===== config.mk =====
export PLATFORM = sky130hd
export DESIGN_NAME = fp_unpack_stream
export DESIGN_NICKNAME = d
export VERILOG_FILES = /design/src/rtl/fp_pkg.sv /design/src/rtl/fp_lzc.sv /design/src/rtl/fp_unpack_stream.sv
export SDC_FILE = /design/constraint.sdc
export NUM_CORES = 1
export LEC_CHECK = 0
export CORE_ASPECT_RATIO = 0.8
export CORE_MARGIN = 3
export CORE_UTILIZATION = 45
export DETAILED_ROUTE_END_ITERATION = 8
export PLACE_DENSITY = 0.75
export SYNTH_ARGS = -nofsm -noshare
export SYNTH_HDL_FRONTEND = slang
export SYNTH_SLANG_ARGS = --single-unit
export TNS_END_PERCENT = 30

===== constraint.sdc =====
create_clock -name clk -period 3.9 [get_ports clk]
set_input_delay 0.78 -clock clk [delete_from_list [all_inputs] [get_ports clk]]
set_output_delay 0.78 -clock clk [all_outputs]
set_load 0.03 [all_outputs]

===== src/rtl/fp_pkg.sv =====
// Shared types and width/bias helpers for the floating-point unpack stream.
package fp_pkg;

    typedef struct packed {
        logic nan;
        logic inf;
        logic zero;
        logic subn;
    } fp_class_t;

    function automatic int unsigned bias(input int unsigned exp_w);
        return (32'd1 << (exp_w - 32'd1)) - 32'd1;
    endfunction

    // Two extra bits cover bias+1 and the most negative normalised subnormal exponent.
    function automatic int unsigned out_exp_w(input int unsigned exp_w);
        return exp_w + 32'd2;
    endfunction

    function automatic int unsigned lzc_w(input int unsigned width);
        return $clog2(width + 32'd1);
    endfunction

endpackage


===== src/rtl/fp_lzc.sv =====
// Leading-zero counter: number of zero bits above the most significant set bit.
module fp_lzc
    import fp_pkg::*;
#(
    parameter int unsigned WIDTH = 23
) (
    input  logic [WIDTH-1:0]          value,
    output logic [lzc_w(WIDTH)-1:0]   count
);

    localparam int unsigned CNT_W = lzc_w(WIDTH);

    logic found;

    always_comb begin
        count = '0;
        found = 1'b0;
        for (int i = WIDTH - 1; i >= 0; i--) begin
            if (!found) begin
                if (value[i]) begin
                    found = 1'b1;
                end else begin
                    count = count + CNT_W'(1);
                end
            end
        end
    end

endmodule


===== src/rtl/fp_unpack_stream.sv =====
// Two-stage IEEE-754 unpacker with valid/ready on both sides: S1 classifies, S2 normalises.
// Define FP_UNPACK_NORM_EN to normalise subnormals through a leading-zero count.
module fp_unpack_stream
    import fp_pkg::*;
#(
    parameter int unsigned EXP_W = 8,
    parameter int unsigned MAN_W = 23
) (
    input  logic                         clk,
    input  logic                         rst_n,
    input  logic [EXP_W+MAN_W:0]         in_data,
    input  logic                         in_valid,
    output logic                         in_ready,
    output logic                         out_valid,
    input  logic                         out_ready,
    output logic                         out_sign,
    output logic [out_exp_w(EXP_W)-1:0]  out_exp,
    output logic [MAN_W:0]               out_sig,
    output logic                         out_nan,
    output logic                         out_inf,
    output logic                         out_zero,
    output logic                         out_subn
);

    localparam int unsigned       OW       = out_exp_w(EXP_W);
    localparam logic [OW-1:0]     BIAS_V   = OW'(bias(EXP_W));
    localparam logic [OW-1:0]     ONE_V    = OW'(1);
    localparam logic [OW-1:0]     EXP_SPEC = BIAS_V + ONE_V;
    localparam logic [OW-1:0]     EXP_SUBN = ONE_V - BIAS_V;

    logic [EXP_W-1:0] in_exp;
    logic [MAN_W-1:0] in_man;
    fp_class_t        in_cls;
    logic             accept;
    logic             load2;

    logic             v1_q, sign1_q;
    logic [EXP_W-1:0] exp1_q;
    logic [MAN_W-1:0] man1_q;
    fp_class_t        cls1_q;

    logic             v2_q, sign2_q;
    logic [OW-1:0]    exp2_q;
    logic [MAN_W:0]   sig2_q;
    fp_class_t        cls2_q;

    logic [OW-1:0]    exp_d;
    logic [MAN_W:0]   sig_d;

    assign in_exp = in_data[EXP_W+MAN_W-1:MAN_W];
    assign in_man = in_data[MAN_W-1:0];

    always_comb begin
        in_cls      = '0;
        in_cls.nan  = (&in_exp) && (|in_man);
        in_cls.inf  = (&in_exp) && !(|in_man);
        in_cls.zero = !(|in_exp) && !(|in_man);
        in_cls.subn = !(|in_exp) && (|in_man);
    end

    assign load2    = !v2_q || out_ready;
    assign in_ready = rst_n && (!v1_q || load2);
    assign accept   = in_valid && in_ready;

`ifdef FP_UNPACK_NORM_EN
    logic [lzc_w(MAN_W)-1:0] lz_cnt;
    logic [MAN_W-1:0]        man_shift;

    fp_lzc #(
        .WIDTH (MAN_W)
    ) u_lzc (
        .value (man1_q),
        .count (lz_cnt)
    );

    // Shifting by z leaves the leading one at the top; the extra place is the appended zero.
    assign man_shift = man1_q << lz_cnt;
`endif

    always_comb begin
        exp_d = '0;
        sig_d = '0;
        if (cls1_q.zero) begin
            exp_d = '0;
            sig_d = '0;
        end else if (cls1_q.nan || cls1_q.inf) begin
            exp_d = EXP_SPEC;
            sig_d = {1'b0, man1_q};
        end else if (cls1_q.subn) begin
`ifdef FP_UNPACK_NORM_EN
            exp_d = EXP_SUBN - OW'(lz_cnt) - ONE_V;
            sig_d = {man_shift, 1'b0};
`else
            exp_d = EXP_SUBN;
            sig_d = {1'b0, man1_q};
`endif
        end else begin
            exp_d = OW'(exp1_q) - BIAS_V;
            sig_d = {1'b1, man1_q};
        end
    end

    always_ff @(posedge clk) begin
        if (!rst_n) begin
            v1_q    <= 1'b0;
            sign1_q <= 1'b0;
            exp1_q  <= '0;
            man1_q  <= '0;
            cls1_q  <= '0;
        end else if (accept) begin
            v1_q    <= 1'b1;
            sign1_q <= in_data[EXP_W+MAN_W];
            exp1_q  <= in_exp;
            man1_q  <= in_man;
            cls1_q  <= in_cls;
        end else if (load2) begin
            v1_q    <= 1'b0;
        end
    end

    always_ff @(posedge clk) begin
        if (!rst_n) begin
            v2_q    <= 1'b0;
            sign2_q <= 1'b0;
            exp2_q  <= '0;
            sig2_q  <= '0;
            cls2_q  <= '0;
        end else if (load2) begin
            v2_q <= v1_q;
            if (v1_q) begin
                sign2_q <= sign1_q;
                exp2_q  <= exp_d;
                sig2_q  <= sig_d;
                cls2_q  <= cls1_q;
            end
        end
    end

    assign out_valid = v2_q;
    assign out_sign  = sign2_q;
    assign out_exp   = exp2_q;
    assign out_sig   = sig2_q;
    assign out_nan   = cls2_q.nan;
    assign out_inf   = cls2_q.inf;
    assign out_zero  = cls2_q.zero;
    assign out_subn  = cls2_q.subn;

endmodule


After elaboration in Yosys (flattened, before gate mapping) --
Cells that the tools add are included.
Storage, ports and cells: bits in registers 77, bits in latches 0, RAM bits 0, bits in read-only memories 0, bits of input ports 36, output and inout bits 41, word-level logic and storage cells 43, memories 0
Operators by class: add/subtract/negate cells 1, multipliers 0, div/mod/pow operators 0, magnitude comparators 0, equality and inequality tests 0, shifts and indexed selects 0, mux-type cells 8, bitwise logic cells 0, reductions and logical operators 18
Operators by type and width (count):
- two-way mux 24 bit | 3
- two-way mux 10 bit | 3
- OR reduction 23 bit | 1
- subtractor 8 x 7 -> 9 bit (second input constant) | 1
- AND reduction 8 bit | 1
- OR reduction 8 bit | 1
- logical AND 1 bit | 6
- logical NOT 1 bit | 4
- logical OR 1 bit | 3
- two-way mux 1 bit | 2
- AND reduction 2 bit | 1
- nonzero test 2 bit | 1

Depth between registers and ports, before layout --
Gate-level depths: netlist of the first run.
depth in word-level cells 6, gate-level depth with buffers 6

Worst setup path after synthesis of the first run --
OpenSTA, ideal clock, no wires.
path type input-to-output, from in rst_n, to out in_ready, data arrival time 1487 ps, required time 3120 ps, path slack 1633 ps, cell stages on the path 3, path buffers 2, cells stage by stage buf_2 clkbuf_1 and2_1
On the way: cells in the longest elaborated chain, start to end 1
Ends and longest elaborated chain:
- from (decl) | line fp_unpack_stream.sv:10 | input logic rst_n,
- logical AND 1 bit | line fp_unpack_stream.sv:62 | assign in_ready = rst_n && (!v1_q || load2);
- to (decl) | line fp_unpack_stream.sv:13 | output logic in_ready,
No other way between the ends.

Final worst setup path of the first run --
from in out_ready, to out in_ready
On the way: cells in the longest elaborated chain, start to end 3
Ends and longest elaborated chain:
- from (decl) | line fp_unpack_stream.sv:15 | input logic out_ready,
- logical OR 1 bit | line fp_unpack_stream.sv:61 | assign load2 = !v2_q || out_ready;
- logical OR 1 bit | line fp_unpack_stream.sv:62
- logical AND 1 bit | line fp_unpack_stream.sv:62
No other way between the ends.

==> metrics.md, run 1 <==
| Metric | Value |
|---|---|
| Outcome | finished clean |
| Seq/Total Area, Yosys | 51.0% |
| Fin crit share | 76.4% |
| Post-CTS Hold Fix Bufs | 0 |
| Fin util | 64.3% |
| Die Ht | 78.8 um |
| Starting Density | 48.4% |
| Dpl cells | 497 |
| Min-Delay Path Class | flop to flop |
| GPL Wtd Cong | between 0.8 and 0.9 |
| Nets | 464 |
| Std-Cell Core Area | 0.00616 sq mm |
| Largest area contributor in the netlist | dfxtp_1 |
| Max Clock Skew | 0.00664 ns |
| Final setup fails | 0 |
| Fmax | 0.336 GHz |
| Most frequent cells in the layout | 105 x nand2_1, 76 x dfxtp_1, 75 x clkdlybuf4s50_1 |
| Antenna Cells | 0 |
| Maximum root-to-sink buffer count | 2 |
| Total wire length | roughly 7200 um |
| RSZ-0062 raised after global routing | false |
| Fin crit period | slightly below 3 ns |
| Crit. End Element | output pin |
| P_leak | approximately 1.5 nW |
| Pin count of the biggest net entering global routing | 81 |
| Cells after Synth | about 360 |
| DIE AREA | 0.00765 sq mm |
| HPWL Detailed | around 5000 um |
| Final Max Tran Viols | 0 |
| Post-CTS Setup Bufs | 0 |
| Row count | 25 |
| CP Data Required Time | 3.12 ns |
| FILL cells | 559 |
| Synth Warn # | 0 |
| H-tree levels | 3 |
| Max Cap Violations | 0 |
| Routed via count | 2727 |
| Relative slew slack | approximately 49% |
| Vias in the first global route | ~2400 |
| Syn Area/Cell | between 8 and 9 sq um |
| IO Pins | 77 |
| First-pass GRT wire length | around 12000 um |
| Syn_nets | roughly 400 |
| CTS buffer count | 9 |
| 1st-iter DRT viols | 201 |
| Initial antenna violation count | 0 |
| Area of the multi-input gates | 0.00134 sq mm |
| FF+latch count, synth | 76 |
| Fin Setup TNS | 0 ns |
| Post-CTS resize count | 0 |
| Pwr dens | 407 mW/mm^2 |
| Latest clock arrival within the worst-skew pair | around 0.35 ns |
| Residual DRC | 0 |
| Clock-pin slew on the worst setup and hold paths | 0.07 ns |
| Critical Path Start Type | primary input |
| DR vias/cell | about 5.3 |
| Proportion of layout cells with a drive suffix above 1 | 5.56% |
| Top cells by area, synth | dfxtp_1 51%, nand2_1 13%, nand3_1 11%, a21boi_0 5.3%, a21boi_1 3.0% |
| Post-synth top area share | 51.0% |
| CP Max Fanout | 4 |
| GRT Overall Usage | 19.0% |
| Arrival time at the worst endpoint | 2.20 ns |
| DR pass1 iterations | 4 |
| CP Class | primary input to output pin |
| Post-route ant nets | 0 |
| Clk root buf | clkbuf_8 |
| CTS tree | built |
| Syn-to-layout area delta | 32.7% |
| Most common cell after layout, fill and taps aside | nand2_1 |
| Wirelength per Cell | approximately 14 um |
| Final cell count without fillers | slightly above 500 |
| IO Port Bufs | 76 |
| Final Hold Viols | 0 |
| Seq. cell area | approximately 0.0015 sq mm |
| Clock Sinks | 76 |
| Post-Syn Area | 0.00298 sq mm |
| Die X | 97.0 um |
| Post-synth cell types | 33 |
| Grt ovf | 0 |
| Worst Tran Pin Value | 0.759 ns |
| Peak VDD IR | 0.199 mV |
[synthesized netlist by cell type, drive strengths merged]
| library cell | instances |
|---|---|
| and2 | 6 |
| nand3b | 1 |
| o41ai | 1 |
| o2bb2ai | 4 |
| inv | 2 |
| o211ai | 1 |
| a32o | 2 |
| buf | 8 |
| nand3 | 64 |
| o211a | 1 |
| nand4 | 6 |
| nand2 | 105 |
| o32ai | 1 |
| a21boi | 33 |
| nor3 | 5 |
| and3 | 2 |
| clkinv | 1 |
| clkbuf | 19 |
| nor2 | 4 |
| xor2 | 2 |
| o21ai | 3 |
| or4 | 2 |
| nor4 | 7 |
| dfxtp | 76 |
| xnor2 | 3 |
| ha | 1 |
| nand2b | 1 |
| o21bai | 1 |
[metrics by stage]
stage	cell area, sq um	hold WS, ns	setup slack [ns]	power [mW]
2_1_floorplan	2980	0.434	1.63	0.959
4_1_cts	3960	0.453	0.910	1.63
6_report	3960	0.452	0.921	1.61
3_5_place_dp	3770	0.445	0.925	1.05
5_1_grt	3960	0.474	0.885	1.68
3_3_place_gp	3770	0.439	0.946	1.05
[flip-flops by register name, summed over array words and instances, names as in the netlist, 4 cells and up]
signal / flops
cls1_q: 4
exp1_q: 8
man1_q: 23
out_exp: 9
out_sig: 24
[worst paths after layout]
| path | from | slack (ns) | end | depth (start not counted) |
|---|---|---|---|---|
| worst max-delay path | out_ready | 0.92 | in_ready | 4 |
| worst min-delay path | out_sig[11] | 0.45 | out_sig[11] | 2 |
| worst max register to register | cls1_q[1] | 2.05 | out_exp[0] | 4 |
| worst min register to register | out_sig[11] | 0.45 | out_sig[11] | 2 |
[worst max-delay path, cell delays in order]
cell and delay (ns):
clkdlybuf4s50_1 0.47, nand3b_1 0.15, and2_1 0.14, clkdlybuf4s50_1 0.66
[report_power, final]
group          leakage (nW)  internal (mW)  switching [mW]
clock network         0.103          0.293           0.286
registers             0.621          0.813          0.0263
logic                 0.799         0.0884           0.105
total                  1.52           1.19           0.417
[area by class of cell]
cell class / instances / share of cell area, %
Sequential cell: 76 / 38.4
Multi-Input combinational cell: 256 / 33.9
Timing Repair Buffer: 81 / 20.0
Clock buffer: 9 / 3.13
Tap cell: 81 / 2.56
Clock inverter: 7 / 1.71
Inverter: 3 / 0.284
[logic make-up (layout without fill, tap and decap cells)]
logic type / after synthesis / count (layout) / share of synthesized area [%]
simple gates: 203 / 203 / 31.0
flops: 76 / 76 / 51.0
compound gates: 47 / 47 / 12.1
buf+inv: 30 / 100 / 4.02
xor+xnor: 5 / 5 / 1.47
fa+ha+maj: 1 / 1 / 0.419
[routing by layer]
metal	track usage, %	vias up	routed length (um)	share of wire [%]
met2	28.2	90	3170	44
met1	25.7	1268	3410	47
met5	0	-	0	0
li1	-	1362	-	-
met3	7.90	7	605	8.4
met4	4.63	0	59	0.81
Power figures use the tool's default switching activity.
==> run 2, diff against run 1 <==
- clock period: 3.9 -> 3.1 ns (I/O delays scaled with it)
==> run 2 against run 1 <==
- first-iteration DRC count increased by 7.5%
- critical path type unchanged
- count of clock-buffer cells in the layout increased by 4
- register-to-register slack worse by 0.87 ns
- worst setup slack got worse by 0.49 ns
- hold slack barely moved
- highest routed layer unchanged
- sequential power is 26% higher
- global-route usage up 1.6 points
==> metrics.md, run 2 (same netlist as run 1, synthesis figures left out) <==
| Metric | Value |
|---|---|
| Proportion of layout cells with a drive suffix above 1 | under 10% |
| Critical Path Start Type | primary input |
| Post-CTS Hold Fix Bufs | 0 |
| Post-CTS Setup Bufs | 0 |
| Pwr dens | around 530 mW/mm^2 |
| IO Pins | 77 |
| Dpl cells | between 400 and 500 |
| Wirelength per Cell | ~15 um |
| Most frequent cells in the layout | 105 x nand2_1, 76 x dfxtp_1, 75 x clkdlybuf4s50_1 |
| Initial antenna violation count | 0 |
| 1st-iter DRT viols | 216 |
| Fin crit period | ~2.7 ns |
| Crit-path cells | clkdlybuf4s50_1, nand3b_1, and2_1, clkdlybuf4s50_1 |
| CP Data Required Time | roughly 2.5 ns |
| CP Max Fanout | 4 |
| CTS tree | built |
| Syn-to-layout area delta | 34.3% |
| Antenna Cells | 0 |
| Arrival time at the worst endpoint | 2.05 ns |
| Crit. End Element | output pin |
| Peak VDD IR | 0.314 mV |
| Min-Delay Path Class | flop to flop |
| DR pass1 iterations | 4 |
| Final cell count without fillers | about 520 |
| Fin Setup TNS | 0 ns |
| First-pass GRT wire length | 12700 um |
| Max Clock Skew | 0.00870 ns |
| Worst Tran Pin Value | 0.790 ns |
| RSZ-0062 raised after global routing | false |
| Max Cap Violations | 0 |
| Grt ovf | 0 |
| Vias in the first global route | 2607 |
| Worst path slowest cell | clkdlybuf4s50_1 |
| Nets | 466 |
| Row count | 25 |
| Final Max Tran Viols | 0 |
| DIE AREA | 0.00765 sq mm |
| Total wire length | roughly 7600 um |
| IO Port Bufs | 76 |
| CP Class | primary input to output pin |
| Pin count of the biggest net entering global routing | between 80 and 90 |
| DR vias/cell | 5.35 |
| Clock Sinks | 76 |
| Maximum root-to-sink buffer count | 2 |
| Latest clock arrival within the worst-skew pair | between 0.3 and 0.4 ns |
| Post-CTS resize count | 0 |
| Seq. cell area | 0.00152 sq mm |
| Die X | 97.0 um |
| CTS buffer count | 9 |
| Cell mode on critical path | clkdlybuf4s50_1 |
| GRT Overall Usage | approximately 20% |
| Die Ht | 78.8 um |
| Starting Density | 48.4% |
| CP max stage delay | 0.66 ns |
| Final setup fails | 0 |
| Routed via count | ~2800 |
| Final Hold Viols | 0 |
| Clk root buf | clkbuf_8 |
| H-tree levels | 3 |
| Area of the multi-input gates | 0.00134 sq mm |
| HPWL Detailed | between 5000 and 6000 um |
| Outcome | finished clean |
| Fmax | 0.375 GHz |
| FILL cells | 558 |
| P_leak | 1.54 nW |
| Post-route ant nets | 0 |
| Relative slew slack | 47.0% |
| GPL Wtd Cong | 0.884 |
| Residual DRC | 0 |
| Clock-pin slew on the worst setup and hold paths | around 0.070 ns |
| Most common cell after layout, fill and taps aside | nand2_1 |
| Std-Cell Core Area | roughly 0.006 sq mm |
| R2R setup slack | 1.18 ns |
| Fin crit share | 86.1% |
| Max reg flops | 24 |
run 2: cell count changes in the layout (fill, tap and decap cells not counted):
cell	delta
clkbuf_8	+4
clkinvlp_4	+1
clkinv_4	-2
clkinv_2	-3
buf_4	+2
run 2: layout make-up:
cell class	count	share of cell area (%)
clock buffers	13	4.47
clock inverters	3	1.06
inverters	3	0.281
multi-input cells	256	33.5
flip-flops and latches	76	38.0
well taps	81	2.53
repair buffers	83	20.2
run 2: path summary, 6_finish.rpt:
kind	from	endpoint	depth (start not counted)
setup / recovery	out_ready	in_ready	4
hold / removal	out_exp[1]	out_exp[1]	2
setup reg to reg	cls1_q[1]	out_exp[2]	4
hold reg to reg	out_exp[1]	out_exp[1]	2
run 2: layer usage:
metal | global-route usage (%) | wire, um
met2 | 31.5 | 3400
met4 | 5.75 | 60
met3 | 7.37 | 630
met5 | 0 | 0
met1 | 27.6 | 3490
run 2: stage by stage:
step	utilization (%)	hold WS, ns	worst slack [ns]	power (mW)	cell area (sq um)
finish	65.0	0.451	0.430	2.11	4010
global route	65.0	0.472	0.374	2.21	4010
CTS	65.0	0.456	0.420	2.13	4010
detailed placement	61.4	0.445	0.425	1.33	3780
global placement	61.4	0.440	0.463	1.32	3780
floorplan	-	0.434	1.15	1.21	2980
run 2: power breakdown:
group          switching, mW  internal [mW]  total (mW)
registers             0.0340           1.02        1.06
clock network          0.346          0.459       0.804
logic                  0.134          0.113       0.247
total                  0.514           1.60        2.11
run 2: worst max-delay path, delay by kind of cell:
kind,cells,cell delay [ns]
buffers and inverters,2,1.13
AND/OR/NAND/NOR,2,0.30
